File: src/rtl/arbiter_pkg.sv
// Shared definitions for the round-robin arbiter: state encoding and defaults.
package arbiter_pkg;

  typedef enum logic {
    ST_IDLE  = 1'b0,
    ST_GRANT = 1'b1
  } state_t;

  localparam int DEF_N        = 4;
  localparam int DEF_MAX_HOLD = 8;

endpackage

File: src/rtl/arb_rr_pick.sv
// Combinational round-robin pick: first requester after 'last' (with wrap),
// optionally excluding one index (the current owner).
module arb_rr_pick
  import arbiter_pkg::*;
#(
  parameter  int N   = DEF_N,
  localparam int IDW = $clog2(N)
) (
  input  logic [N-1:0]   req,
  input  logic [IDW-1:0] last,
  input  logic [IDW-1:0] mask_idx,
  input  logic           mask_en,
  output logic           found,
  output logic [IDW-1:0] idx
);

  logic [N-1:0]   req_m;
  logic [N-1:0]   rot;
  logic [IDW-1:0] start;

  // Drop the excluded requester and find where the search begins.
  always_comb begin
    req_m = req;
    if (mask_en) req_m[mask_idx] = 1'b0;
    start = IDW'((int'(last) + 1) % N);
  end

  // Rotate so that bit 0 is the highest-priority requester this cycle.
  always_comb begin : rotate_blk
    logic [IDW-1:0] src;
    rot = '0;
    for (int j = 0; j < N; j++) begin
      src    = IDW'((int'(start) + j) % N);
      rot[j] = req_m[src];
    end
  end

  // Priority-encode the lowest set bit, then un-rotate back to a real index.
  always_comb begin
    found = 1'b0;
    idx   = '0;
    for (int j = N - 1; j >= 0; j--) begin
      if (rot[j]) begin
        found = 1'b1;
        idx   = IDW'((int'(start) + j) % N);
      end
    end
  end

endmodule

File: src/rtl/arbiter_rr.sv
// N-way round-robin arbiter with grant hold and a hold-time preemption limit.
// Registered one-hot grant, encoded owner index and a preemption pulse.
module arbiter_rr
  import arbiter_pkg::*;
#(
  parameter  int N        = DEF_N,
  parameter  int MAX_HOLD = DEF_MAX_HOLD,
  localparam int IDW      = $clog2(N),
  localparam int CNTW     = $clog2(MAX_HOLD + 1)
) (
  input  logic           clk,
  input  logic           reset,
  input  logic [N-1:0]   req,
  output logic [N-1:0]   gnt,
  output logic [IDW-1:0] gnt_id,
  output logic           gnt_valid,
  output logic           preempt
);

  state_t          state, state_n;
  logic [IDW-1:0]  last, last_n;
  logic [CNTW-1:0] hold_cnt, hold_cnt_n;
  logic [N-1:0]    gnt_n;
  logic [IDW-1:0]  gnt_id_n;
  logic            preempt_n;

  logic            pick_found;
  logic [IDW-1:0]  pick_idx;
  logic [N-1:0]    pick_onehot;
  logic            at_max;
  logic            owner_req;

  // In GRANT the owner is always masked: it either released (req=0 anyway)
  // or is being preempted and must not re-win.
  arb_rr_pick #(.N(N)) u_pick (
    .req      (req),
    .last     (last),
    .mask_idx (gnt_id),
    .mask_en  (state == ST_GRANT),
    .found    (pick_found),
    .idx      (pick_idx)
  );

  // Helper decodes shared by the next-state logic.
  always_comb begin
    pick_onehot = {{(N-1){1'b0}}, 1'b1} << pick_idx;
    at_max      = (hold_cnt == CNTW'(MAX_HOLD));
    owner_req   = req[gnt_id];
  end

  // Next-state and next-output decision.
  always_comb begin
    state_n    = state;
    last_n     = last;
    hold_cnt_n = hold_cnt;
    gnt_n      = gnt;
    gnt_id_n   = gnt_id;
    preempt_n  = 1'b0;
    case (state)
      ST_IDLE: begin
        if (pick_found) begin
          state_n    = ST_GRANT;
          gnt_n      = pick_onehot;
          gnt_id_n   = pick_idx;
          last_n     = pick_idx;
          hold_cnt_n = CNTW'(1);
        end
      end
      ST_GRANT: begin
        if (owner_req && (!at_max || !pick_found)) begin
          // Owner keeps the grant; the counter saturates when alone.
          if (!at_max) hold_cnt_n = hold_cnt + CNTW'(1);
        end else if (pick_found) begin
          // Either a preemption (owner still requesting) or a handover.
          preempt_n  = owner_req;
          gnt_n      = pick_onehot;
          gnt_id_n   = pick_idx;
          last_n     = pick_idx;
          hold_cnt_n = CNTW'(1);
        end else begin
          // Owner released and nobody else wants the resource; last keeps o.
          state_n    = ST_IDLE;
          gnt_n      = '0;
          gnt_id_n   = '0;
          hold_cnt_n = '0;
        end
      end
      default: state_n = ST_IDLE;
    endcase
  end

  // State and output registers with asynchronous active-low reset.
  always_ff @(posedge clk or negedge reset) begin
    if (!reset) begin
      state     <= ST_IDLE;
      last      <= IDW'(N - 1);
      hold_cnt  <= '0;
      gnt       <= '0;
      gnt_id    <= '0;
      gnt_valid <= 1'b0;
      preempt   <= 1'b0;
    end else begin
      state     <= state_n;
      last      <= last_n;
      hold_cnt  <= hold_cnt_n;
      gnt       <= gnt_n;
      gnt_id    <= gnt_id_n;
      gnt_valid <= |gnt_n;
      preempt   <= preempt_n;
    end
  end

endmodule

File: config.mk
export PLATFORM = sky130hd
export DESIGN_NAME = arbiter_rr
export DESIGN_NICKNAME = d
export VERILOG_FILES = /design/src/rtl/arbiter_pkg.sv /design/src/rtl/arb_rr_pick.sv /design/src/rtl/arbiter_rr.sv
export SDC_FILE = /design/constraint.sdc
export NUM_CORES = 1
export LEC_CHECK = 0
export ABC_AREA = 0
export CELL_PAD_IN_SITES_DETAIL_PLACEMENT = 0
export CELL_PAD_IN_SITES_GLOBAL_PLACEMENT = 1
export CORE_MARGIN = 2
export CORE_UTILIZATION = 38
export CTS_CLUSTER_DIAMETER = 200
export DETAILED_ROUTE_END_ITERATION = 8
export HOLD_SLACK_MARGIN = 0.05
export PLACE_DENSITY_LB_ADDON = 0.12
export SYNTH_ARGS = -nofsm -noshare
export SYNTH_HDL_FRONTEND = slang
export SYNTH_SLANG_ARGS = --single-unit
File: constraint.sdc
create_clock -name clk -period 1.92 [get_ports clk]
set_clock_uncertainty 0.15 [all_clocks]
set_input_delay 0.384 -clock clk [delete_from_list [all_inputs] [get_ports clk]]
set_output_delay 0.384 -clock clk [all_outputs]
set_load 0.01 [all_outputs]
==> metrics.md, run 1 <==
| Metric | Value |
|---|---|
| Switch share | a little over two fifths |
| Crit path cell chain | buf_6 > mux2_1 > o311ai_1 > a22o_1 > a2111o_1 > a22o_1 |
| # clock sinks | 15 |
| Combinational share of power | slightly below 70% |
| Area of the multi-input gates | 681.9 sq um |
| Final wirelength | roughly 2600 um |
| HPWL Detailed | ~1900 um |
| Design Power | 2.561 mW |
| CP max stage delay | 660 ps |
| Most common cell after layout, fill and taps aside | buf_4 |
| Total GRT Usage | between 15 and 20% |
| Post-synth EDFFs | 0 |
| Final setup fails | 8 |
| Clock share of power | ~7.0% |
| Peak supply drop | between 1 and 1.5 mV |
| R2R Path Start | last[0] |
| Syn Inst Count | a little under 100 |
| Placer Congestion | 0.7696 |
| TritonCTS Buffers | 3 |
| Remaining DRCs | 0 |
| Arr. time, crit path | around 2200 ps |
| Max-slew violations | 0 |
| Number of global-route vias before repair | slightly above 900 |
| # fillers | roughly 220 |
| Placeable Area | 0.002522 sq mm |
| Worst path top cell family by delay | compound AO/OA/AOI/OAI gates |
| CP most frequent cell | a22o_1 |
| Die area | roughly 0.0032 sq mm |
| Final hold vios | 0 |
| Register area | between 300 and 400 sq um |
| Remaining antenna violation count after routing | 0 |
| First-pass GRT wire length | 4402 um |
| 1st-iter DRT viols | 29 |
| FF+latch count, synth | 15 |
| Slowest-stage cell, CP | dfstp_2 |
| Share of cells above drive strength 1 | 40.15% |
| Area grow syn2layout | 41.57% |
| Clk slew on worst S/H paths | 90 ps |
| Status | finished with violations |
| Remaining Overflow, GRT | 0 |
| Critical Path Start Type | register |
| Ys flop type | dfrtp_1 |
| Final Cycle Share | 115.3% |
| Crit path max fanout | 6 |
| CP Buf/Inv Count | 1 |
| Hold-fix buffers, CTS | 0 |
| Slew headroom | 69.91% |
| H-tree depth | 1 |
| Root buffer cell | clkbuf_4 |
| Synth unique cells | 47 |
| Routed vias | 922 |
| Cell leakage power | around 0.68 nW |
| Die X | 56.28 um |
| Top Ports | 14 |
| Unrepaired setup endpoints after global routing | true |
| Critical Path Source | last[0] |
| Cell Pwr Density | about 1700 mW/mm^2 |
| Yosys warns | 0 |
| Antenna cells | 0 |
| Switch Pwr | about 1.1 mW |
| Fmax | 451.6 MHz |
| Final worst slack | -294.1 ps |
| Tightest Pin Transition | 447.7 ps |
| Crit path capture type | register |
| Synth async-reset ratio | 100.0% |
| Pin count of the biggest net entering global routing | 16 |
| Clk buf depth | 2 |
| Synth Area per Inst | around 10 sq um |
| Max Cap Viol | 0 |
| Setup TNS Final | -1386 ps |
| Final min period | about 2200 ps |
| WS Path Type | register to register |
| Seq pwr share | between 20 and 25% |
| Initial antenna violation count | 0 |
| Syn nets | ~110 |
| Synth Cell Area | ~0.0010 sq mm |
| Port bufs | 13 |
| Worst min-delay path class | input port to async pin |
| Sequential share of the synthesized area | between 30% and 40% |
| Nets | around 150 |
| Critical Path RT | ~1900 ps |
| Initial Util | 41.17% |
| Violated checks | setup timing |
| Dpl ws | -477.1 ps |
| Internal power | about 1.5 mW |
| Vias per cell | approximately 5.5 |
| Site Rows | 18 |
| WL/cell | approximately 16 um |
| DRT Pass-1 Iters | 4 |
| Worst-Skew Late Latency | ~270 ps |
| CTS tree | done |
| Die Span Y | roughly 56 um |
| Commonest cells after routing, fill and taps aside | buf_4, nand2_1, dfrtp_1 |
## metal layers
metal,vias to the layer above,global-route usage [%],wire length (um)
li1,452,-,-
met1,447,25.69,1234
met2,19,27.23,1252
met3,4,1.613,73
met4,0,3.061,34
met5,-,0,0
## per-stage QoR
step,util [%],cell area [sq um],hold WS [ps],std cells
2_1_floorplan,-,1057,-61.59,99
3_3_place_gp,54.07,1364,359.0,162
3_5_place_dp,54.07,1364,362.0,162
4_1_cts,57.04,1439,262.8,167
5_1_grt,58.28,1470,258.8,167
6_report,58.28,1470,254.3,167
## power by group through the flow
stage / logic, mW / registers (mW) / clock network (mW)
2_1_floorplan: 1.08 / 0.579 / 0
3_3_place_gp: 1.58 / 0.603 / 0
3_5_place_dp: 1.59 / 0.607 / 0
4_1_cts: 1.69 / 0.618 / 0.180
5_1_grt: 1.90 / 0.643 / 0.201
6_report: 1.76 / 0.623 / 0.180
## registers in the layout, summed over array words and instances, names as in the netlist
| register | count |
|---|---|
| gnt_valid | 1 |
| preempt | 1 |
| hold_cnt | 4 |
| gnt | 4 |
| gnt_id | 2 |
| state | 1 |
| last | 2 |
## synthesized netlist by cell type (2+ instances only)
library cell | number | area, sq um
a21oi_1 | 3 | 15.01
a22o_1 | 3 | 26.28
a32oi_1 | 2 | 17.52
and3_1 | 2 | 12.51
buf_6 | 3 | 33.78
dfrtp_1 | 13 | 325.3
dfstp_2 | 2 | 52.55
ha_1 | 2 | 25.02
inv_1 | 5 | 18.77
mux2_2 | 2 | 22.52
nand2_1 | 14 | 52.55
nand2b_1 | 2 | 12.51
nand3_1 | 2 | 10.01
nand3b_1 | 2 | 15.01
nor2_1 | 2 | 7.510
nor3_1 | 2 | 10.01
o211ai_1 | 2 | 15.01
o21ai_0 | 4 | 20.02
o22a_1 | 2 | 17.52
o22ai_1 | 2 | 12.51
o2bb2ai_1 | 2 | 17.52
## worst paths after layout
check	to	slack (ps)	cells after the start
max in group asynchronous	last[1]	1120	2
hold reg to reg	gnt[1]	380	1
setup reg to reg	gnt[2]	-290	6
min in group clk	gnt[1]	380	1
setup / recovery	gnt[2]	-290	6
hold / removal	gnt_valid	250	2
## layout make-up
type | instances | share of cell area (%)
multi-input cells | 75 | 46.38
flip-flops and latches | 15 | 25.87
repair buffers | 38 | 22.13
well taps | 30 | 2.553
clock buffers | 4 | 1.787
inverters | 5 | 1.277
## cell families after synthesis
logic type                 after synthesis  synth area share (%)
xor gates and xnor gates                 3                 3.254
and+or+nand+nor                         33                 16.75
DFF                                     15                 36.39
adders and majority gates                2                 2.409
AOI/OAI and AO/OA                       33                 29.64
muxes                                    4                 5.783
buffers and inverters                    9                 5.783
## repair_timing
item,CTS,global route
pin swaps,8,6
setup endpoints to repair,14,14
resized for setup,11,11
setup buffers,1,1
Note: power is estimated with default switching activity, not from simulation.
==> inputs of run 2 (changes only) <==
--- a/config.mk
+++ b/config.mk
@@ -12,7 +12,6 @@
 export CORE_UTILIZATION = 38
 export CTS_CLUSTER_DIAMETER = 200
 export DETAILED_ROUTE_END_ITERATION = 8
-export HOLD_SLACK_MARGIN = 0.05
 export PLACE_DENSITY_LB_ADDON = 0.12
 export SYNTH_ARGS = -nofsm -noshare
 export SYNTH_HDL_FRONTEND = slang
==> results of run 2 <==
Same layout as run 1: the final DEF is identical, and so are final timing and power.
